[config.mk]
export PLATFORM = sky130hd
export DESIGN_NAME = sync_fifo_ctrl
export DESIGN_NICKNAME = d
export VERILOG_FILES = /design/src/rtl/sync_fifo_pkg.sv /design/src/rtl/sync_fifo_ram.sv /design/src/rtl/sync_fifo_ctrl.sv
export SDC_FILE = /design/constraint.sdc
export NUM_CORES = 1
export LEC_CHECK = 0
export BUFFER_PORTS_ARGS = -buffer_cell sky130_fd_sc_hd__buf_4
export CORE_MARGIN = 3
export CORE_UTILIZATION = 53
export DETAILED_ROUTE_END_ITERATION = 12
export PLACE_DENSITY_LB_ADDON = 0.12
export SLEW_MARGIN = 20
export SYNTH_ARGS = -nofsm -noshare
export SYNTH_HDL_FRONTEND = slang
export SYNTH_HIERARCHICAL = 1
export SYNTH_SLANG_ARGS = --single-unit
export TNS_END_PERCENT = 5
[constraint.sdc]
create_clock -name clk_in -period 2.67 [get_ports clk_in]
set_clock_uncertainty 0.2 [all_clocks]
set_input_delay 0.267 -clock clk_in [delete_from_list [all_inputs] [get_ports clk_in]]
set_output_delay 0.267 -clock clk_in [all_outputs]
set_load 0.03 [all_outputs]
[src/rtl/sync_fifo_pkg.sv]
// Shared sizing helpers and the parity function for the sync FIFO controller and its RAM.
package sync_fifo_pkg;

  // Widest data word the parity helper covers; callers zero-extend into it.
  localparam int unsigned ParMaxW = 256;

  function automatic int unsigned fifo_depth(input int unsigned deep);
    return 32'd1 << deep;
  endfunction

  function automatic int unsigned ptr_width(input int unsigned deep);
    return deep + 1;
  endfunction

  function automatic int unsigned cnt_width(input int unsigned deep);
    return deep + 1;
  endfunction

  function automatic logic even_parity(input logic [ParMaxW-1:0] d);
    return ^d;
  endfunction

endpackage

[src/rtl/sync_fifo_ram.sv]
// Single-clock simple dual-port RAM with a registered read port; a same-address
// write and read in one cycle returns the old word.
module sync_fifo_ram
  import sync_fifo_pkg::*;
#(
  parameter int unsigned Width = 8,
  parameter int unsigned AddrW = 3
) (
  input  logic             clk_in,
  input  logic             w_en,
  input  logic [AddrW-1:0] address_w,
  input  logic [Width-1:0] data_in,
  input  logic             r_en,
  input  logic [AddrW-1:0] address_r,
  output logic [Width-1:0] data_o
);

  logic [Width-1:0] mem_q [fifo_depth(AddrW)];

  always_ff @(posedge clk_in) begin
    if (w_en) begin
      mem_q[address_w] <= data_in;
    end
    if (r_en) begin
      data_o <= mem_q[address_r];
    end
  end

endmodule

[src/rtl/sync_fifo_ctrl.sv]
// Single-clock FIFO controller: pointers, count, flags, sticky errors, 1-cycle read.
// Optional stored-parity checking is enabled with `define SYNC_FIFO_PARITY_EN.
module sync_fifo_ctrl
  import sync_fifo_pkg::*;
#(
  parameter int unsigned N        = 8,
  parameter int unsigned DEEP     = 3,
  parameter int unsigned AF_LEVEL = (1 << DEEP) - 1,
  parameter int unsigned AE_LEVEL = 1
) (
  input  logic                      clk_in,
  input  logic                      rst,
  input  logic [N-1:0]              data_in,
  input  logic                      w_en,
  input  logic                      r_en,
  input  logic                      clr_err,
  output logic [N-1:0]              data_o,
  output logic                      r_valid,
  output logic                      full,
  output logic                      empty,
  output logic                      almost_full,
  output logic                      almost_empty,
  output logic [cnt_width(DEEP)-1:0] count,
`ifdef SYNC_FIFO_PARITY_EN
  output logic                      parity_err,
`endif
  output logic                      overflow,
  output logic                      underflow
);

  localparam int unsigned Depth = fifo_depth(DEEP);
  localparam int unsigned PtrW  = ptr_width(DEEP);
  localparam int unsigned CntW  = cnt_width(DEEP);
`ifdef SYNC_FIFO_PARITY_EN
  localparam int unsigned RamW  = N + 1;
`else
  localparam int unsigned RamW  = N;
`endif

  localparam logic [CntW-1:0] DepthCnt = CntW'(Depth);
  localparam logic [CntW-1:0] AfLvl    = CntW'(AF_LEVEL);
  localparam logic [CntW-1:0] AeLvl    = CntW'(AE_LEVEL);

  logic [PtrW-1:0] wr_ptr_q, wr_ptr_d, rd_ptr_q, rd_ptr_d;
  logic [CntW-1:0] count_q, count_d;
  logic            r_valid_q, rd_seen_q, rd_seen_d;
  logic            overflow_q, overflow_d, underflow_q, underflow_d;
  logic            wr_acc, rd_acc;
  logic [RamW-1:0] ram_wdata, ram_rdata;

  assign empty        = (count_q == '0);
  assign full         = (count_q == DepthCnt);
  assign almost_full  = (count_q >= AfLvl);
  assign almost_empty = (count_q <= AeLvl);
  assign count        = count_q;
  assign overflow     = overflow_q;
  assign underflow    = underflow_q;
  assign r_valid      = r_valid_q;

  always_comb begin
    rd_acc      = !rst && r_en && !empty;
    wr_acc      = !rst && w_en && (!full || rd_acc);
    wr_ptr_d    = wr_ptr_q + PtrW'(wr_acc);
    rd_ptr_d    = rd_ptr_q + PtrW'(rd_acc);
    count_d     = count_q + CntW'(wr_acc) - CntW'(rd_acc);
    rd_seen_d   = rd_seen_q | rd_acc;
    // A new error in the same cycle as clr_err wins over the clear.
    overflow_d  = (overflow_q & ~clr_err) | (w_en && full && !rd_acc);
    underflow_d = (underflow_q & ~clr_err) | (r_en && empty);
  end

  always_ff @(posedge clk_in) begin
    if (rst) begin
      wr_ptr_q    <= '0;
      rd_ptr_q    <= '0;
      count_q     <= '0;
      r_valid_q   <= 1'b0;
      rd_seen_q   <= 1'b0;
      overflow_q  <= 1'b0;
      underflow_q <= 1'b0;
    end else begin
      wr_ptr_q    <= wr_ptr_d;
      rd_ptr_q    <= rd_ptr_d;
      count_q     <= count_d;
      r_valid_q   <= rd_acc;
      rd_seen_q   <= rd_seen_d;
      overflow_q  <= overflow_d;
      underflow_q <= underflow_d;
    end
  end

`ifdef SYNC_FIFO_PARITY_EN
  assign ram_wdata  = {even_parity(ParMaxW'(data_in)), data_in};
  assign parity_err = r_valid_q &&
                      (ram_rdata[N] != even_parity(ParMaxW'(ram_rdata[N-1:0])));
`else
  assign ram_wdata  = data_in;
`endif

  // The RAM read register is not reset, so mask it until the first accepted read.
  assign data_o = rd_seen_q ? ram_rdata[N-1:0] : '0;

  sync_fifo_ram #(
    .Width (RamW),
    .AddrW (DEEP)
  ) u_ram (
    .clk_in    (clk_in),
    .w_en      (wr_acc),
    .address_w (wr_ptr_q[DEEP-1:0]),
    .data_in   (ram_wdata),
    .r_en      (rd_acc),
    .address_r (rd_ptr_q[DEEP-1:0]),
    .data_o    (ram_rdata)
  );

  ptr_count_consistent: assert property (@(posedge clk_in) disable iff (rst)
    count_q == CntW'(wr_ptr_q - rd_ptr_q));

endmodule

---- Yosys cells after proc, flatten, opt, wreduce, memory -nomap -nowiden ----
Memory sizes are Yosys's and may differ from the RTL's. A register that Yosys moved wholly into a read port is not among the register bits.
Cells that the tools add are included.
operators by class
  $add $sub $neg .......................... 4
  magnitude comparators ................... 2
  eq/ne operators ......................... 1
  muxes and demuxes ....................... 3
  bitwise gates (word level) .............. 6
  reduce and logical (&&, ||, !) cells .... 13
operator list
  kind                count
  $add 4x1->4         3
  $mux 8              1
  $logic_and 1x1->1   7
  $eq 4x4->1 const B  1
  $ge 4x3->1 const B  1
  $le 4x1->1 const B  1
  $logic_not 1->1     4
  $logic_not 4->1     1
  $sub 4x1->4         1
  $or 1x1->1          3
  $and 1x1->1         2
  $mux 1              2
  $logic_or 1x1->1    1
  $not 1->1           1
storage, ports and cells
  bits in registers ....................... 16
  bits in writable memories ............... 64
  memories ................................ 1
memory list
  name         depth  width  rd ports  clocked after Yosys merged registers in  write ports  RTL line             RTL
  u_ram.mem_q  8      8      1         1                                        1            sync_fifo_ram.sv:18  logic [Width-1:0] mem_q [fifo_depth(AddrW)];

---- Depth between registers and ports, before layout ----
  depth in word-level cells ............... 7
  mapped depth ............................ 11
  depth with buffers taken out ............ 10

---- By module ----
Netlist, hierarchy kept.
by module, submodules not included
  module          times used  cells an instance  area each (um^2)
  sync_fifo_ram   1           114                2771.4
  sync_fifo_ctrl  1           81                 754.5

---- Least setup slack after synthesis ----
Ideal clock, no wire load.
  path type ............................... register -> register
  start ................................... register count_q[2] (netlist: count[2])
  end ..................................... memory u_ram.mem_q[0][0], enable pin
  arrival ................................. 2.570 ns
  required time ........................... 2.087 ns
  slack ................................... -0.483 ns
  stages on the path, launching flop included .. 9
  path buffers ............................ 1
  period minus slack after synthesis ...... 3.153 ns
  cells stage by stage .................... dfxtp_1 -> inv_1 -> ha_1 -> nor3b_2 -> or3b_1 -> buf_2 -> a21oi_1 -> nand2b_1 -> nor3_1
between the ends
  longest elaborated chain between the ends .. 7
  elaborated cells on any way between the ends .. 9
  those cells by class .................... eq/ne (1); mux (2); reduce/logical (6)
RTL lines
  what                          RTL line              RTL
  from (decl)                   sync_fifo_ctrl.sv:45  logic [CntW-1:0] count_q, count_d;
  from (signal assigned)        sync_fifo_ctrl.sv:84  count_q <= count_d;
  $logic_not 4->1               sync_fifo_ctrl.sv:51  assign empty = (count_q == '0);
  named net empty               sync_fifo_ctrl.sv:20  output logic empty,
  $logic_not 1->1               sync_fifo_ctrl.sv:61  rd_acc = !rst && r_en && !empty;
  $logic_and 1x1->1             sync_fifo_ctrl.sv:61
  $logic_or 1x1->1              sync_fifo_ctrl.sv:62  wr_acc = !rst && w_en && (!full || rd_acc);
  $logic_and 1x1->1             sync_fifo_ctrl.sv:62
  named net wr_acc              sync_fifo_ctrl.sv:48  logic wr_acc, rd_acc;
  $mux 1                        sync_fifo_ram.sv:21   if (w_en) begin
  $mux 1 (implied by the code)  sync_fifo_ram.sv:22   mem_q[address_w] <= data_in;
  to (decl)                     sync_fifo_ram.sv:18
The timed path passes the listed nets, and every way through them passes these cells.

---- Worst setup path after layout ----
  start ................................... register count_q[3] (netlist: count[3])
  end ..................................... register count_q[1] (netlist: count[1])
between the ends
  longest elaborated chain between the ends .. 7
  elaborated cells on any way between the ends .. 9
  those cells by class .................... add/sub (2); eq/ne (1); reduce/logical (6)
RTL lines
  what               RTL line              RTL
  $logic_not 4->1    sync_fifo_ctrl.sv:51
  $logic_not 1->1    sync_fifo_ctrl.sv:61
  $logic_and 1x1->1  sync_fifo_ctrl.sv:61
  $logic_or 1x1->1   sync_fifo_ctrl.sv:62
  $logic_and 1x1->1  sync_fifo_ctrl.sv:62
  $add 4x1->4        sync_fifo_ctrl.sv:65  count_d = count_q + CntW'(wr_acc) - CntW'(rd_acc);
  $sub 4x1->4 *      sync_fifo_ctrl.sv:65
Mark *: on every way between the ends. The rest lies on a longest branch, timed or not.
A chain may end at the register's enable or synchronous reset.

==> summary.md <==
| Metric | Value |
|---|---|
| R2r setup slk | 100 ps |
| Port Buf Inserts | 31 |
| Simple-gate portion of the synthesized area | 7.03% |
| Final WS setup | 103 ps |
| Die ar. | 0.00767 sq mm |
| GRT overflow | 0 |
| Post-layout min period | 2570 ps |
| ANT cells | 0 |
| DP Worst Slack | -27.3 ps |
| YS warnings | 6 |
| Synthesized area | 0.00353 sq mm |
| Final total power | 3.70 mW |
| CP cell instances | inv_2 > ha_4 > nor3b_4 > or3b_4 > mux2i_2 > ha_2 > inv_1 > fa_2 > nor2_1 |
| FF/Latch Area | 0.00244 sq mm |
| Pint | 2.74 mW |
| Mapped Cells | 195 |
| Largest family of logic cells by synthesized area | multiplexers |
| CP Max Fanout | 4 |
| # setup viols final | 0 |
| Synth top area share | 61.3% |
| Top-level I/O count | 32 |
| Clk slew on worst S/H paths | 90 ps |
| CTS buffer count | 9 |
| Max Cap Viol | 0 |
| Hold WC Path Type | in2reg |
| Static Leak | 1.64 nW |
| Post-route ant nets | 0 |
| Post-synthesis compound-gate area fraction | 1.49% |
| Worst reg2reg path endpoint | count[1]$_SDFF_PP0_ |
| Clock power frac | 34.3% |
| Fmax | 390 MHz |
| Critical Path Sink | count[1]$_SDFF_PP0_ |
| Final WL | 6500 microns |
| Vias post-DR | 1871 |
| Filler cells | 413 |
| Critical Path Source | count[3]$_SDFF_PP0_ |
| Post-synthesis adder-cell area fraction | 4.47% |
| Stages on worst setup path | 9 |
| RD Place Congestion | 0.883 |
| Vias per cell | 5.42 |
| Power Density | 827 mW/mm^2 |
| Psw | 0.958 mW |
| FP Rows | 29 |
| Largest net degree at the start of global routing | 18 |
| Area contributors post-synth | edfxtp_1, mux4_1, dfxtp_1 |
| Switching share of power | 25.9% |
| Initial antenna violation count | 0 |
| Clock Path Buffers | 2 |
| DRT Pass-1 Iters | 4 |
| Placeable Area | 0.00639 sq mm |
| Measured slew at the worst slew-check pin | 501 ps |
| Starting Density | 55.2% |
| Commonest cells post-synth | edfxtp_1, mux4_1, dfxtp_1, nor2_1, ha_1 |
| Total routing usage reported by global routing | 18.9% |
| Setup total negative slack | 0 ps |
| Root buf cell | clkbuf_8 |
| Final core occ | 70.1% |
| Critical Path Slowest Stage Cell | fa_2 |
| EDFF count, synth | 72 |
| Number of synthesized register bits | 86 |
| Most common cell in the netlist | edfxtp_1 |
| Post-detail-place hpwl | 4460 microns |
| Top Family by Delay on Critical Path | adder cells |
| Critical Path AT | 2610 ps |
| Synth async-reset ratio | 0% |
| Status | complete, no violations |
| Final Hold Fails | 0 |
| Layout area overhead | 26.9% |
| Synth Area per Inst | 18.1 sq um |
| Flop pwr share | 43.4% |
| Crit path kind | reg2reg |
| Crit start category | flop |
| DRC | 0 |
| Layout cells sized above 1 | 36.9% |
| Footprint of the multi-input gates | 0.00108 sq mm |
| Worst slew margin | 66.5% |
| Worst flop-to-flop path startpoint | count[3]$_SDFF_PP0_ |
| Die width | 87.6 microns |
| Max IR drop VDD | 0.574 mV |
| Unrepaired setup endpoints after global routing | false |
| WL/cell | 18.8 microns |
| CTS Sinks | 86 |
| Die height | 87.6 microns |
| Fin nets | 288 |
| Prevailing post-synth register cell | edfxtp_1 |
| Yosys top cell by area | edfxtp_1 |
| Vias in the first global route | 1980 |
| CTS tree | yes |
| WP data required | 2720 ps |
| Max Slew Vio Count | 0 |
| Worst Reg-to-Reg Cells | 9 |
| First-pass GRT wire length | 10300 microns |
| Iter 0 DRT Violations | 108 |
| CP bufs+invs | 2 |
| Portion of total power attributed to combinational logic | 22.3% |
| Syn nets | 220 |
| Mux share of post-synthesis cell area | 14.7% |
| Post-synthesis xor/xnor area fraction | 0.745% |
| CP peak stage delay | 510 ps |
| Final period utilization | 96.1% |
| Register area share after synthesis | 69.3% |
| Unique cell type count in the Yosys netlist | 33 |
| Critical Path End Type | flop |
| H-Tree Depth | 3 |
| Clock latency on the worst-skew pair | 350 ps |
==> worst min path at each step <==
stage | start | endpoint | slack (ps) | cells past startpoint
after detailed placement | overflow$_SDFF_PP0_ | overflow$_SDFF_PP0_ | 290 | 2
after global placement | overflow$_SDFF_PP0_ | overflow$_SDFF_PP0_ | 260 | 2
after global routing | w_en | overflow$_SDFF_PP0_ | 90 | 3
after CTS | w_en | overflow$_SDFF_PP0_ | 50 | 3
final | w_en | overflow$_SDFF_PP0_ | 70 | 3
after floorplan | rst | wr_ptr_q[0]$_SDFF_PP0_ | 140 | 1
==> stage by stage <==
stage	hold slack, ps	area [sq um]	std cells
after detailed placement	288	4020	315
after global placement	265	4020	315
after CTS	51.8	4450	344
final	72.3	4480	345
after global routing	85.8	4480	345
after floorplan	139	3580	195
==> state kept, by name, summed over array words and instances, names as in the netlist <==
signal,count
count,4
rd_ptr_q,3
r_valid,1
rd_seen_q,1
u_ram/data_o,8
u_ram/mem_q,64
wr_ptr_q,3
overflow,1
underflow,1
==> routing by layer <==
layer	up-vias	part of all wire, %	GRT usage [%]
li1	889	-	-
met1	933	40	23.2
met2	37	54	32.6
met3	12	3.7	3.95
met4	0	1.8	7.95
met5	-	0	0
==> power by group through the flow <==
stage          Clock (mW)  Sequential, mW  Combinational [mW]
4_1_cts              1.29            1.61               0.807
2_1_floorplan           0            1.68               0.473
3_3_place_gp            0            1.63               0.745
3_5_place_dp            0            1.64               0.773
6_report             1.27            1.61               0.826
5_1_grt              1.35            1.62               0.887
==> layout by cell type, fill, tap and decap left out, types with 3 or more instances in the layout <==
cell type,netlist,final
a21oi_1,6,5
and2_1,8,8
buf_4,0,50
bufinv_16,0,5
clkbuf_8,0,9
dfxtp_1,14,12
dlygate4sd3_1,0,12
edfxtp_1,72,72
ha_1,11,9
inv_1,7,5
inv_2,1,3
mux2_2,8,8
mux4_1,15,15
nand2_1,3,3
nand2b_1,6,6
nor2_1,13,7
nor2_2,0,6
nor2b_1,6,6
==> tightest hold or removal path, cell delays in order <==
cell and delay (ps):
buf_4 130, nand3b_1 90, o32ai_1 80
==> cell type report <==
type	instances	area share, %
flip-flops and latches	86	54.6
multi-input cells	94	24.1
repair buffers	64	12.0
clock inverters	7	3.75
clock buffers	9	2.77
well taps	77	2.15
inverters	8	0.671
==> kinds of logic after synthesis <==
kind of cell / Yosys count
fa+ha+maj: 12
flops: 86
compound gates: 9
xor+xnor: 3
mux: 25
simple gates: 45
buf+inv: 15
==> timing repair <==
| action | CTS | global route |
|---|---|---|
| hold endpoints to repair | 73 | 0 |
| setup endpoints to repair | 48 | 66 |
| pin swaps | 1 | 3 |
| hold buffers | 12 | 0 |
| setup buffers | 1 | 1 |
| cloned | 0 | 0 |
| resized for setup | 4 | 5 |
(Power assumes the default switching activity.)
